`src/rtl/xc_arb_pkg.sv`:
```
// Shared definitions for the assign-channel arbiter.
// Provides default sizing, the source-index width helper and the
// arbiter state encoding used when the XC_ARB_LOCK_EN feature is built.
package xc_arb_pkg;

  localparam int unsigned N_REQ_DEF    = 4;
  localparam int unsigned DATA_W_DEF   = 84;
  localparam int unsigned LOCK_MAX_DEF = 16;

  typedef enum logic {
    ARB    = 1'b0,
    LOCKED = 1'b1
  } arb_state_e;

  // Index width for n requesters; never narrower than one bit.
  function automatic int unsigned src_w(input int unsigned n);
    return (n > 1) ? $clog2(n) : 1;
  endfunction

  localparam int unsigned SRC_W_DEF = src_w(N_REQ_DEF);

endpackage

```
`src/rtl/xc_rr_pick.sv`:
```
// Combinational round-robin picker.
// Ports:
//   req_i       - candidate request vector
//   ptr_i       - round-robin start index
//   win_o       - lowest set index >= ptr_i, else lowest set index overall
//   any_valid_o - at least one request bit set
module xc_rr_pick
  import xc_arb_pkg::*;
#(
  parameter int unsigned N  = N_REQ_DEF,
  parameter int unsigned SW = src_w(N)
) (
  input  logic [N-1:0]  req_i,
  input  logic [SW-1:0] ptr_i,
  output logic [SW-1:0] win_o,
  output logic          any_valid_o
);

  logic          hi_found;
  logic          lo_found;
  logic [SW-1:0] hi_idx;
  logic [SW-1:0] lo_idx;

  always_comb begin
    hi_found = 1'b0;
    lo_found = 1'b0;
    hi_idx   = '0;
    lo_idx   = '0;
    for (int unsigned i = 0; i < N; i++) begin
      if (req_i[i] && !lo_found) begin
        lo_found = 1'b1;
        lo_idx   = SW'(i);
      end
      if (req_i[i] && !hi_found && (i >= 32'(ptr_i))) begin
        hi_found = 1'b1;
        hi_idx   = SW'(i);
      end
    end
    win_o       = hi_found ? hi_idx : lo_idx;
    any_valid_o = |req_i;
  end

endmodule

```
`src/rtl/xc_assign_arb.sv`:
```
// Round-robin arbiter feeding one registered assign-channel stage.
// Optional build macro: XC_ARB_LOCK_EN adds req_lock, the LOCKED state and
// a beat counter that pins the grant to one requester for up to LOCK_MAX beats.
// Ports:
//   clk, rst_n            - clock, asynchronous active-low reset
//   req_valid/req_data    - per-requester words (slot i at [i*DATA_W +: DATA_W])
//   req_ready             - one-hot accept to the current winner
//   req_lock              - per-requester hold-grant request (XC_ARB_LOCK_EN only)
//   out_valid/data/src    - registered channel word and its source index
//   out_ready             - downstream accept
module xc_assign_arb
  import xc_arb_pkg::*;
#(
  parameter int unsigned N_REQ    = N_REQ_DEF,
  parameter int unsigned DATA_W   = DATA_W_DEF,
  parameter int unsigned LOCK_MAX = LOCK_MAX_DEF
) (
  input  logic                       clk,
  input  logic                       rst_n,
  input  logic [N_REQ-1:0]           req_valid,
  input  logic [N_REQ*DATA_W-1:0]    req_data,
  output logic [N_REQ-1:0]           req_ready,
`ifdef XC_ARB_LOCK_EN
  input  logic [N_REQ-1:0]           req_lock,
`endif
  output logic                       out_valid,
  output logic [DATA_W-1:0]          out_data,
  output logic [src_w(N_REQ)-1:0]    out_src,
  input  logic                       out_ready
);

  localparam int unsigned SRC_W = src_w(N_REQ);

  if (LOCK_MAX < 1) begin : g_lock_max_chk
    $error("LOCK_MAX must be at least 1");
  end

  function automatic logic [SRC_W-1:0] next_idx(input logic [SRC_W-1:0] w);
    return (32'(w) == N_REQ - 1) ? '0 : w + SRC_W'(1);
  endfunction

  logic              out_valid_q, out_valid_d;
  logic [DATA_W-1:0] out_data_q,  out_data_d;
  logic [SRC_W-1:0]  out_src_q,   out_src_d;
  logic [SRC_W-1:0]  rr_ptr_q,    rr_ptr_d;

  logic [N_REQ-1:0]  pick_req;
  logic [SRC_W-1:0]  win;
  logic              any_valid;
  logic              load_en;
  logic              accept;

`ifdef XC_ARB_LOCK_EN
  localparam int unsigned CNT_W = $clog2(LOCK_MAX + 1);

  arb_state_e        state_q,      state_d;
  logic [SRC_W-1:0]  lock_owner_q, lock_owner_d;
  logic [CNT_W-1:0]  lock_cnt_q,   lock_cnt_d;

  // While locked only the owner is a candidate.
  assign pick_req = (state_q == LOCKED) ? (req_valid & (N_REQ'(1) << lock_owner_q))
                                        : req_valid;
`else
  assign pick_req = req_valid;
`endif

  xc_rr_pick #(
    .N  (N_REQ),
    .SW (SRC_W)
  ) u_pick (
    .req_i       (pick_req),
    .ptr_i       (rr_ptr_q),
    .win_o       (win),
    .any_valid_o (any_valid)
  );

  assign load_en = !out_valid_q | out_ready;
  // rst_n gating keeps req_ready low while reset is held.
  assign accept  = rst_n & load_en & any_valid;

  always_comb begin
    req_ready = '0;
    if (accept) req_ready[win] = 1'b1;
  end

  always_comb begin
    out_valid_d = out_valid_q;
    out_data_d  = out_data_q;
    out_src_d   = out_src_q;
    rr_ptr_d    = rr_ptr_q;
`ifdef XC_ARB_LOCK_EN
    state_d      = state_q;
    lock_owner_d = lock_owner_q;
    lock_cnt_d   = lock_cnt_q;
`endif

    if (accept) begin
      out_valid_d = 1'b1;
      out_data_d  = req_data[int'(win)*DATA_W +: DATA_W];
      out_src_d   = win;
    end else if (out_ready) begin
      out_valid_d = 1'b0;
    end

`ifdef XC_ARB_LOCK_EN
    case (state_q)
      ARB: begin
        if (accept) begin
          // A lock request takes the first beat and freezes rr_ptr; with
          // LOCK_MAX==1 that beat already exhausts the lock.
          if (req_lock[win] && (LOCK_MAX > 1)) begin
            state_d      = LOCKED;
            lock_owner_d = win;
            lock_cnt_d   = CNT_W'(1);
          end else begin
            rr_ptr_d = next_idx(win);
          end
        end
      end
      LOCKED: begin
        if (accept) begin
          if (!req_lock[lock_owner_q] || (32'(lock_cnt_q) + 32'd1 >= LOCK_MAX)) begin
            state_d    = ARB;
            lock_cnt_d = '0;
            rr_ptr_d   = next_idx(lock_owner_q);
          end else begin
            lock_cnt_d = lock_cnt_q + CNT_W'(1);
          end
        end else if (load_en) begin
          // Owner went idle while the stage could take a word.
          state_d    = ARB;
          lock_cnt_d = '0;
        end
      end
      default: state_d = ARB;
    endcase
`else
    if (accept) rr_ptr_d = next_idx(win);
`endif
  end

  always_ff @(posedge clk or negedge rst_n) begin
    if (!rst_n) begin
      out_valid_q  <= 1'b0;
      out_data_q   <= '0;
      out_src_q    <= '0;
      rr_ptr_q     <= '0;
`ifdef XC_ARB_LOCK_EN
      state_q      <= ARB;
      lock_owner_q <= '0;
      lock_cnt_q   <= '0;
`endif
    end else begin
      out_valid_q  <= out_valid_d;
      out_data_q   <= out_data_d;
      out_src_q    <= out_src_d;
      rr_ptr_q     <= rr_ptr_d;
`ifdef XC_ARB_LOCK_EN
      state_q      <= state_d;
      lock_owner_q <= lock_owner_d;
      lock_cnt_q   <= lock_cnt_d;
`endif
    end
  end

  assign out_valid = out_valid_q;
  assign out_data  = out_data_q;
  assign out_src   = out_src_q;

endmodule

```
`config.mk`:
```
export PLATFORM = sky130hd
export DESIGN_NAME = xc_assign_arb
export DESIGN_NICKNAME = d
export VERILOG_FILES = /design/src/rtl/xc_arb_pkg.sv /design/src/rtl/xc_rr_pick.sv /design/src/rtl/xc_assign_arb.sv
export SDC_FILE = /design/constraint.sdc
export NUM_CORES = 1
export LEC_CHECK = 0
export BUFFER_PORTS_ARGS = -buffer_cell sky130_fd_sc_hd__buf_2
export CAP_MARGIN = 20
export CORE_AREA = 5 5 164 166
export CTS_CLUSTER_SIZE = 16
export DETAILED_ROUTE_END_ITERATION = 6
export DIE_AREA = 0 0 169 171
export PLACE_DENSITY = 0.63
export SETUP_SLACK_MARGIN = 0.4
export SLEW_MARGIN = 0
export SYNTH_ARGS = -nofsm -noshare
export SYNTH_HDL_FRONTEND = slang
export SYNTH_SLANG_ARGS = --single-unit
```
`constraint.sdc`:
```
create_clock -name clk -period 2.15 [get_ports clk]
set_input_delay 0.215 -clock clk [delete_from_list [all_inputs] [get_ports clk]]
set_output_delay 0.215 -clock clk [all_outputs]
set_load 0.02 [all_outputs]
```
==> impl_metrics.py <==
metrics = {
    "worst_setup_path": {
        "startpoint": "rr_ptr_q[1]",
        "r2r-start": "rr_ptr_q[1]",
        "rrSetupSlack_ns": 0.06,
        "startpoint_type": "flop",
        "crit_path_end_kind": "flop",
        "required_ns": 2.36,
        "setup.worst_path.class": "reg2reg",
        "reg2reg_to": "out_data[68]",
        "critPathCapture": "out_data[68]",
        "critPathArrivalTime_ns": 2.30,
        "crit_fanout": 8,
        "rr_worst_depth": 11,
    },
    "timing": {
        "rsz0062_at_grt": "true",
        "min_period_ns": 2.09,
        "setup_tns_ns": 0,
        "holdWs_ns": -0.0187,
        "drv_slew": 0,
        "final.period_utilization_pct": 97.1,
        "tightest_slew_ns": 0.536,
        "slew-limit-headroom_pct": 64.3,
        "setup_viol": 0,
        "hold_viol": 6,
        "fmax_mhz": 479,
        "finClkSkew_ns": 0.0127,
        "fin_ws_ns": 0.0616,
    },
    "final_layout": {
        "final_cell_mix": "428 x buf_2, 91 x nand2_1, 87 x dfrtp_1",
        "n_antenna_cell": 0,
        "layout-drive-gt1-share_pct": 47.6,
        "num-nets-final": 1477,
        "area_growth_pct": 58.4,
        "mostFrequentLayoutCell": "buf_2",
    },
    "grt": {
        "grt_max_degree": 90,
        "track_usage_pct": 19.3,
        "grt_pass1_wl_microns": 43200,
        "antenna_found_initial": 1,
        "grt-ovfl-total": 0,
        "grt_pass1_vias": 7580,
    },
    "cts": {
        "clk_pin_slew_ns": 0.07,
        "clkLatencyLatePin_ns": 0.35,
        "cts.sinks": 89,
        "ctsRootBufferMaster": "clkbuf_16",
        "h-tree-depth": 3,
        "tritoncts": "built",
        "cts-buffers-inserted": 9,
        "clockBufferDepth": 2,
    },
    "synth": {
        "synth_area_sq_um": 6180,
        "synth_edf_count": 0,
        "yosysSeqAreaShare_pct": 36.1,
        "syn_avg_cell_area_sq_um": 8.76,
        "yosysUniqueCellTypes": 29,
        "ys_top_cells_by_area": "dfrtp_1 36%, mux2i_1 14%, a21o_1 10%",
        "synth_top_area_share_pct": 36.1,
        "synth_area_leader_cell": "dfrtp_1",
        "synthArstFlopShare_pct": 100,
        "netlist_instances": 705,
        "synth_fp_nets": 1052,
        "ys_ff_latch": 89,
        "yosysWarnings": 0,
        "synth-main-ff-cell": "dfrtp_1",
    },
    "place": {
        "place_ws_ns": 0.152,
        "gp_congestion": 0.907,
        "io_buffers": 433,
        "hpwl_microns": 20800,
    },
    "outcome": {
        "violations": "hold timing",
        "status": "finished, violations left",
    },
    "routing": {
        "drt-vias-per-instance": 5.02,
        "postRouteAntennaNets": 0,
        "wl_microns": 30000,
        "drc": 0,
        "drt-pass1-iter-count": 4,
        "drt_first_iter_violations": 501,
        "wire_per_inst_microns": 20.4,
        "vias": 7384,
    },
    "power": {
        "p_per_area_nw_per_um2": 1090,
        "max-vdd-ir-drop_v": 0.000542,
        "p_leak_nw": 4.84,
    },
    "floorplanning": {
        "die_y_microns": 171,
        "die_w_microns": 169,
        "io_pins": 434,
        "rows": 59,
        "start_util_pct": 24.2,
        "die-area_sq_um": 28900,
        "core_sq_um": 25500,
    },
    "job": {
        "cap_viol_max_count": 0,
    },
    "min_path": {
        "hold_class": "in2async",
    },
}
-- logic make-up (layout without fill, tap and decap cells) --
group           Yosys count  count (layout)  synth area share, %
mux                      85              85                 13.8
simple gates            190             190                 14.0
buf+inv                  75             505                 6.81
fa+ha+maj                 4               4                0.810
compound gates          262             262                 28.6
flops                    89              89                 36.1
-- how the worst min path moves through the flow --
| stage | to | depth (start not counted) |
|---|---|---|
| detailed placement | out_data[1] | 2 |
| global route | out_data[1] | 2 |
| finish | out_data[81] | 2 |
| CTS | out_data[81] | 2 |
| global placement | out_data[81] | 2 |
| floorplan | out_data[0] | 0 |
-- final cells by class --
class / count / area (sq um)
clock buffers: 12 / 267
clock inverters: 4 / 33.8
fillers: 2596 / 15700
inverters: 2 / 10.0
multi-input cells: 541 / 3750
flip-flops and latches: 89 / 2230
well taps: 335 / 419
repair buffers: 487 / 3070
-- worst max-delay path, stage by stage (launching register included) --
cell,delay (ns)
dfrtp_2,0.46
mux2i_4,0.22
o2bb2ai_4,0.14
nor2_4,0.14
inv_4,0.05
buf_6,0.11
buf_8,0.11
buf_12,0.14
buf_12,0.13
buf_16,0.14
mux2i_2,0.19
o211ai_1,0.11
-- per-stage QoR --
stage / power (mW) / utilization (%) / instances / area [sq um]
finish: 10.7 / 38.4 / 1470 / 9780
global route: 11.3 / 38.4 / 1470 / 9780
CTS: 10.6 / 37.7 / 1464 / 9610
detailed placement: 8.20 / 34.7 / 1427 / 8840
global placement: 8.14 / 34.7 / 1427 / 8840
floorplan: 6.09 / - / 705 / 6240
-- cells in the mapped netlist, types with 4 or more instances --
| library cell | count |
|---|---|
| nand2_1 | 92 |
| dfrtp_1 | 89 |
| a21o_1 | 86 |
| mux2i_1 | 85 |
| o21ai_0 | 85 |
| nand3_1 | 84 |
| o211ai_1 | 84 |
| clkbuf_1 | 39 |
| buf_2 | 16 |
| buf_6 | 12 |
| and2_1 | 4 |
| buf_4 | 4 |
| ha_1 | 4 |
| nor2_1 | 4 |
-- per-layer routing --
layer,part of all wire [%],global-route usage [%],wire length [microns]
met2,51,34.6,15200
met1,38,22.4,11300
met5,0,0,0
met4,2.9,7.00,867
met3,8.5,4.62,2550
-- what timing repair did --
| item | in CTS | in global routing |
|---|---|---|
| endpoints found under the hold margin | 0 | 0 |
| setup buffers | 15 | 5 |
| gates resized for setup | 39 | 30 |
| hold buffers | 0 | 0 |
| pin swaps | 4 | 8 |
| setup endpoints to repair | 90 | 89 |
| cloned | 6 | 1 |
-- report_power, final --
group / switching, mW / internal, mW
clock: 0.737 / 0.892
combinational: 3.54 / 2.72
sequential: 0.425 / 2.37
-- flip-flops by register name, indices dropped and copies added, names as in the netlist --
register / flops
rr_ptr_q: 2
out_src: 2
out_data: 84
out_valid: 1
Note: power is estimated with default switching activity, not from simulation.
